--- config.mk ---
export PLATFORM = sky130hd
export DESIGN_NAME = pa_pipe_core
export DESIGN_NICKNAME = d
export VERILOG_FILES = /design/src/rtl/pa_pipe_core.sv
export SDC_FILE = /design/constraint.sdc
export NUM_CORES = 2
export LEC_CHECK = 0
export CAP_MARGIN = 20
export CORE_MARGIN = 2
export CORE_UTILIZATION = 63
export CTS_CLUSTER_SIZE = 40
export DETAILED_ROUTE_END_ITERATION = 7
export PLACE_DENSITY = 0.8
export SYNTH_ARGS = -nofsm -noshare
export SYNTH_HDL_FRONTEND = slang
export SYNTH_SLANG_ARGS = --single-unit
--- constraint.sdc ---
create_clock -name clk -period 9.1 [get_ports clk]
set_input_delay 1.82 -clock clk [delete_from_list [all_inputs] [get_ports clk]]
set_output_delay 1.82 -clock clk [all_outputs]
set_load 0.01 [all_outputs]
--- src/rtl/pa_pipe_core.sv ---
// pa_pipe_core: three-stage register-operand datapath (ID -> OP -> EX/WB).
// An instruction is accepted into ID, reads its operands there, the ALU
// works combinationally from OP, and EX drives the writeback monitor and
// writes the register file on the following edge.
// Compile-time option: define PA_FORWARD_EN to resolve read-after-write
// hazards by forwarding (never stalls). Default build stalls ID until the
// producer has written the register file.
//
// Handshake: an instruction transfers on a rising edge where
// in_valid && in_ready. in_ready never depends on in_valid; a source holding
// in_valid high with in_ready low must keep in_instr stable until accepted.
module pa_pipe_core #(
  parameter int DATA_W = 32,
  parameter int ADDR_W = 5,
  localparam int INSTR_W = 3 + 3 * ADDR_W
) (
  input  logic               clk,
  input  logic               rst_n,
  input  logic               in_valid,
  input  logic [INSTR_W-1:0] in_instr,
  output logic               in_ready,
  input  logic               flush,
  output logic               wb_valid,
  output logic [ADDR_W-1:0]  wb_addr,
  output logic [DATA_W-1:0]  wb_data,
  input  logic [ADDR_W-1:0]  dbg_addr,
  output logic [DATA_W-1:0]  dbg_data
);

  localparam int NREG = 1 << ADDR_W;

  localparam logic [2:0] OP_ADD = 3'd0;
  localparam logic [2:0] OP_SUB = 3'd1;
  localparam logic [2:0] OP_AND = 3'd2;
  localparam logic [2:0] OP_OR  = 3'd3;
  localparam logic [2:0] OP_XOR = 3'd4;
  localparam logic [2:0] OP_LDI = 3'd5;

  // ID stage
  logic               id_valid;
  logic [INSTR_W-1:0] id_instr;
  logic [2:0]         id_op;
  logic [ADDR_W-1:0]  id_rd, id_rs, id_rt;
  logic [DATA_W-1:0]  id_imm, rf_a, rf_b, src_a, src_b, id_a;
  logic               stall, accept;

  // OP stage
  logic               op_valid;
  logic [2:0]         op_op;
  logic [ADDR_W-1:0]  op_rd;
  logic [DATA_W-1:0]  op_a, op_b, alu_res;
  logic               op_writes;

  // EX stage
  logic               ex_valid;
  logic [ADDR_W-1:0]  ex_rd;
  logic [DATA_W-1:0]  ex_res;

  logic [DATA_W-1:0]  rf [NREG];

  assign id_op  = id_instr[INSTR_W-1 -: 3];
  assign id_rd  = id_instr[3*ADDR_W-1 -: ADDR_W];
  assign id_rs  = id_instr[2*ADDR_W-1 -: ADDR_W];
  assign id_rt  = id_instr[ADDR_W-1:0];
  assign id_imm = DATA_W'({id_rs, id_rt});

  // r0 is hardwired to zero on every read path.
  assign rf_a     = (id_rs == '0) ? '0 : rf[id_rs];
  assign rf_b     = (id_rt == '0) ? '0 : rf[id_rt];
  assign dbg_data = (dbg_addr == '0) ? '0 : rf[dbg_addr];

  // NOPs (110, 111) travel through OP but never become writers.
  assign op_writes = op_valid && (op_op <= OP_LDI);

`ifdef PA_FORWARD_EN
  // Operand bypass: the OP ALU output is the youngest value, so it wins over EX.
  always_comb begin
    src_a = rf_a;
    src_b = rf_b;
    if (ex_valid && ex_rd != '0 && ex_rd == id_rs) src_a = ex_res;
    if (ex_valid && ex_rd != '0 && ex_rd == id_rt) src_b = ex_res;
    if (op_writes && op_rd != '0 && op_rd == id_rs) src_a = alu_res;
    if (op_writes && op_rd != '0 && op_rd == id_rt) src_b = alu_res;
    stall = 1'b0;
  end
`else
  // Hazard detect: hold a register-reading ID instruction while any younger-
  // than-file writer to one of its sources is still in OP or EX.
  always_comb begin
    logic reads, hit_op, hit_ex;
    src_a  = rf_a;
    src_b  = rf_b;
    reads  = (id_op <= OP_XOR);
    hit_op = op_writes && op_rd != '0 && (op_rd == id_rs || op_rd == id_rt);
    hit_ex = ex_valid && ex_rd != '0 && (ex_rd == id_rs || ex_rd == id_rt);
    stall  = id_valid && reads && (hit_op || hit_ex);
  end
`endif

  // LDI carries its operand in the rs/rt fields instead of reading registers.
  assign id_a = (id_op == OP_LDI) ? id_imm : src_a;

  assign in_ready = rst_n && !flush && (!id_valid || !stall);
  assign accept   = in_valid && in_ready;

  // ALU, combinational from OP; arithmetic wraps modulo 2**DATA_W.
  always_comb begin
    alu_res = '0;
    case (op_op)
      OP_ADD:  alu_res = op_a + op_b;
      OP_SUB:  alu_res = op_a - op_b;
      OP_AND:  alu_res = op_a & op_b;
      OP_OR:   alu_res = op_a | op_b;
      OP_XOR:  alu_res = op_a ^ op_b;
      OP_LDI:  alu_res = op_a;
      default: alu_res = '0;
    endcase
  end

  // ID register: load on accept, hold on stall, empty otherwise; flush clears.
  always_ff @(posedge clk or negedge rst_n) begin
    if (!rst_n) begin
      id_valid <= 1'b0;
      id_instr <= '0;
    end else if (flush) begin
      id_valid <= 1'b0;
    end else if (accept) begin
      id_valid <= 1'b1;
      id_instr <= in_instr;
    end else if (!stall) begin
      id_valid <= 1'b0;
    end
  end

  // OP register: takes ID unless stalled (bubble) or flushed.
  always_ff @(posedge clk or negedge rst_n) begin
    if (!rst_n) begin
      op_valid <= 1'b0;
      op_op    <= '0;
      op_rd    <= '0;
      op_a     <= '0;
      op_b     <= '0;
    end else begin
      op_valid <= id_valid && !stall && !flush;
      op_op    <= id_op;
      op_rd    <= id_rd;
      op_a     <= id_a;
      op_b     <= src_b;
    end
  end

  // EX register: the OP instruction always advances, even across a flush.
  always_ff @(posedge clk or negedge rst_n) begin
    if (!rst_n) begin
      ex_valid <= 1'b0;
      ex_rd    <= '0;
      ex_res   <= '0;
    end else begin
      ex_valid <= op_writes;
      ex_rd    <= op_rd;
      ex_res   <= alu_res;
    end
  end

  assign wb_valid = ex_valid;
  assign wb_addr  = ex_rd;
  assign wb_data  = ex_res;

  // Register file write; r0 writes are reported on wb_* but dropped here.
  always_ff @(posedge clk or negedge rst_n) begin
    if (!rst_n) begin
      for (int i = 0; i < NREG; i++) rf[i] <= '0;
    end else if (ex_valid && ex_rd != '0) begin
      rf[ex_rd] <= ex_res;
    end
  end

endmodule

==> flow_summary.json <==
{
  "cts_root_buf": "clkbuf_16",
  "fin_skew_ns": 0.0271,
  "synth_most_common_cell": "dfrtp_1",
  "p_leak_uw": 0.0342,
  "yosysSeqAreaShare_pct": 41.0,
  "setup_viol": 0,
  "cp.required_ns": 7.28,
  "fmax_mhz": 137,
  "syn_avg_cell_area_um2": 14.5,
  "worstSetupPathType": "in2out",
  "grt-ovfl-total": 0,
  "synth_top_cell_by_area": "dfrtp_1",
  "drive_above_1_share_pct": 47.6,
  "ys_ff_latch": 1154,
  "post-cts-setup-buffers": 0,
  "dpl.hpwl_mm": 118,
  "grt_max_degree": 180,
  "cts_resized": 0,
  "worstSetupEndpointType": "output pin",
  "synthToLayoutAreaGrowth_pct": 8.93,
  "finalNetCount": 4775,
  "synth_enable_flop_cells": 0,
  "clock_path_buffers": 3,
  "hold_class": "reg2reg",
  "tightest_slew_ns": 1.27,
  "core-area_mm2": 0.111,
  "ir_worst_vdd_mv": 0.178,
  "cts_made_buffers": 121,
  "power.density_mw_per_mm2": 206,
  "grt_pass1_vias": 48000,
  "max-slew-margin-rel_pct": 15.1,
  "ios": 98,
  "slew_violations": 0,
  "fp-row-count": 122,
  "gp_congestion": 0.924,
  "grt_pass1_wl_mm": 316,
  "hp-start": "id_instr[12]",
  "synth_commonest_cells": "dfrtp_1 (1154), mux2_2 (1053), mux4_2 (831), clkbuf_1 (323), mux2i_1 (222)",
  "dieArea_mm2": 0.114,
  "final.setup.tns_ns": 0,
  "yosys_warnings": 0,
  "cts_hold_buf": 0,
  "syn_nets": 4966,
  "vias_per_cell": 7.67,
  "finalHoldViolCount": 0,
  "wl_met2_mm": 94.1,
  "cp_max_fo": 61,
  "whs_ns": 0.374,
  "met3_length_mm": 27.6,
  "async_flop_share_pct": 100,
  "routed.top_layer": "met5",
  "worstReg2RegStart": "op_op[0]",
  "drt_iter0_markers": 6488,
  "cp-start-kind": "input port",
  "crit_start": "dbg_addr[0]",
  "synth_cells": 4842,
  "rsz0062_at_grt": "false",
  "clkLatencyLatePin_ns": 0.75,
  "fp.dieH_um": 338,
  "vias": 47800,
  "drc": 0,
  "cts.sinks": 1154,
  "grt_use_total_pct": 37.2,
  "htreeDepth": 3,
  "fin_crit_sh_pct": 80.0,
  "routed_wl_mm": 211,
  "clk_pin_slew_ns": 0.06,
  "yosys_most_used_dff": "dfrtp_1",
  "status": "finished clean",
  "cts_tree": "done",
  "worstPathArrival_ns": 5.46,
  "cap_violations": 0,
  "synth.top_cell.area_share_pct": 41.0,
  "ys_types": 67,
  "fp.dieW_um": 338,
  "min_period_ns": 7.28,
  "synth.area.top_cells": "dfrtp_1 (41%), mux4_2 (27%), mux2_2 (17%)",
  "post_drt_wl_per_cell_um": 33.9,
  "ant_nets": 0,
  "wl_met1_mm": 78.8,
  "synth_area_mm2": 0.0704,
  "numPortBuffers": 97,
  "firstDrtPassIters": 5,
  "start_util_pct": 63.5,
  "antenna_found_initial": 8
}
[layer usage]
| layer | track usage, % | vias to the layer above |
|---|---|---|
| met5 | 0 | - |
| met4 | 16.7 | 4 |
| met3 | 12.3 | 688 |
| met2 | 53.6 | 3320 |
| met1 | 52.0 | 25300 |
| li1 | - | 18500 |
[per-stage QoR]
step	power (µW)	setup slack [ns]	area (µm²)	utilization, %	instances
floorplan	9160	3.44	70400	-	4842
global placement	10500	1.88	72300	65.2	6003
detailed placement	10600	1.84	72300	65.3	6004
CTS	15700	1.83	76400	69.0	6220
global route	16500	1.61	76700	69.2	6232
finish	15800	1.82	76700	69.2	6235
[cells by family (layout without fill, tap and decap cells)]
| group | count (synthesis) | after routing | synth area share (%) |
|---|---|---|---|
| AOI/OAI and AO/OA | 446 | 446 | 3.92 |
| xor gates and xnor gates | 76 | 76 | 0.945 |
| adders and majority gates | 97 | 97 | 1.73 |
| buffers and inverters | 595 | 497 | 3.42 |
| DFF | 1154 | 1154 | 41.0 |
| muxes | 2106 | 2106 | 46.6 |
| other | 0 | 3 | 0 |
| and+or+nand+nor | 368 | 368 | 2.40 |
[placed cells by master, fill, tap and decap left out, types with 28 or more instances in the layout]
master              n
mux2_2           1053
a21oi_1           163
clkbuf_16         123
o22ai_1            49
o221ai_1           59
nand2_1            62
clkbuf_1           28
nor3_1             29
mux2i_1           222
clkdlybuf4s50_1    91
buf_4              89
dfrtp_1          1143
nor2_1            158
ha_1               96
o21ai_0            86
mux4_2            831
xnor2_1            53
inv_1              71
[power breakdown]
group	switching [µW]	internal, µW
combinational	2610	1970
clock	2130	3040
sequential	631	5460
total	5370	10500
[state kept, by name, indices dropped and copies added (netlist names)]
| name | cells |
|---|---|
| op_op | 3 |
| wb_data | 32 |
| id_instr | 18 |
| wb_addr | 5 |
| op_a | 32 |
| op_rd | 5 |
| op_b | 32 |
| id_valid | 1 |
| rf | 1024 |
| wb_valid | 1 |
| op_valid | 1 |
[final timing paths]
check | end | slack, ns | depth (start not counted)
max in group asynchronous | rf[1012] | 5.14 | 4
setup / recovery | dbg_data[20] | 1.82 | 8
setup reg to reg | wb_data[29] | 3.75 | 15
hold reg to reg | op_rd[2] | 0.37 | 0
min in group asynchronous | rf[672] | 1.03 | 1
hold / removal | op_rd[2] | 0.37 | 0
[worst max-delay path: stages]
cell and delay (ns):
buf_8 0.53, buf_12 0.42, buf_4 0.48, mux4_2 0.56, mux4_2 0.51, mux2i_1 0.26
nor2_1 0.11, clkdlybuf4s50_1 0.49
[area by class of cell]
| type | instances | area (µm²) |
|---|---|---|
| Clock buffer | 176 | 3530 |
| Tap cell | 1488 | 1860 |
| Sequential cell | 1154 | 28900 |
| Clock inverter | 40 | 578 |
| Timing Repair Buffer | 208 | 2140 |
| Fill cell | 7305 | 34100 |
| Inverter | 73 | 274 |
| Antenna cell | 3 | 7.51 |
| Multi-Input combinational cell | 3093 | 39400 |
Note: power is estimated with default switching activity, not from simulation.
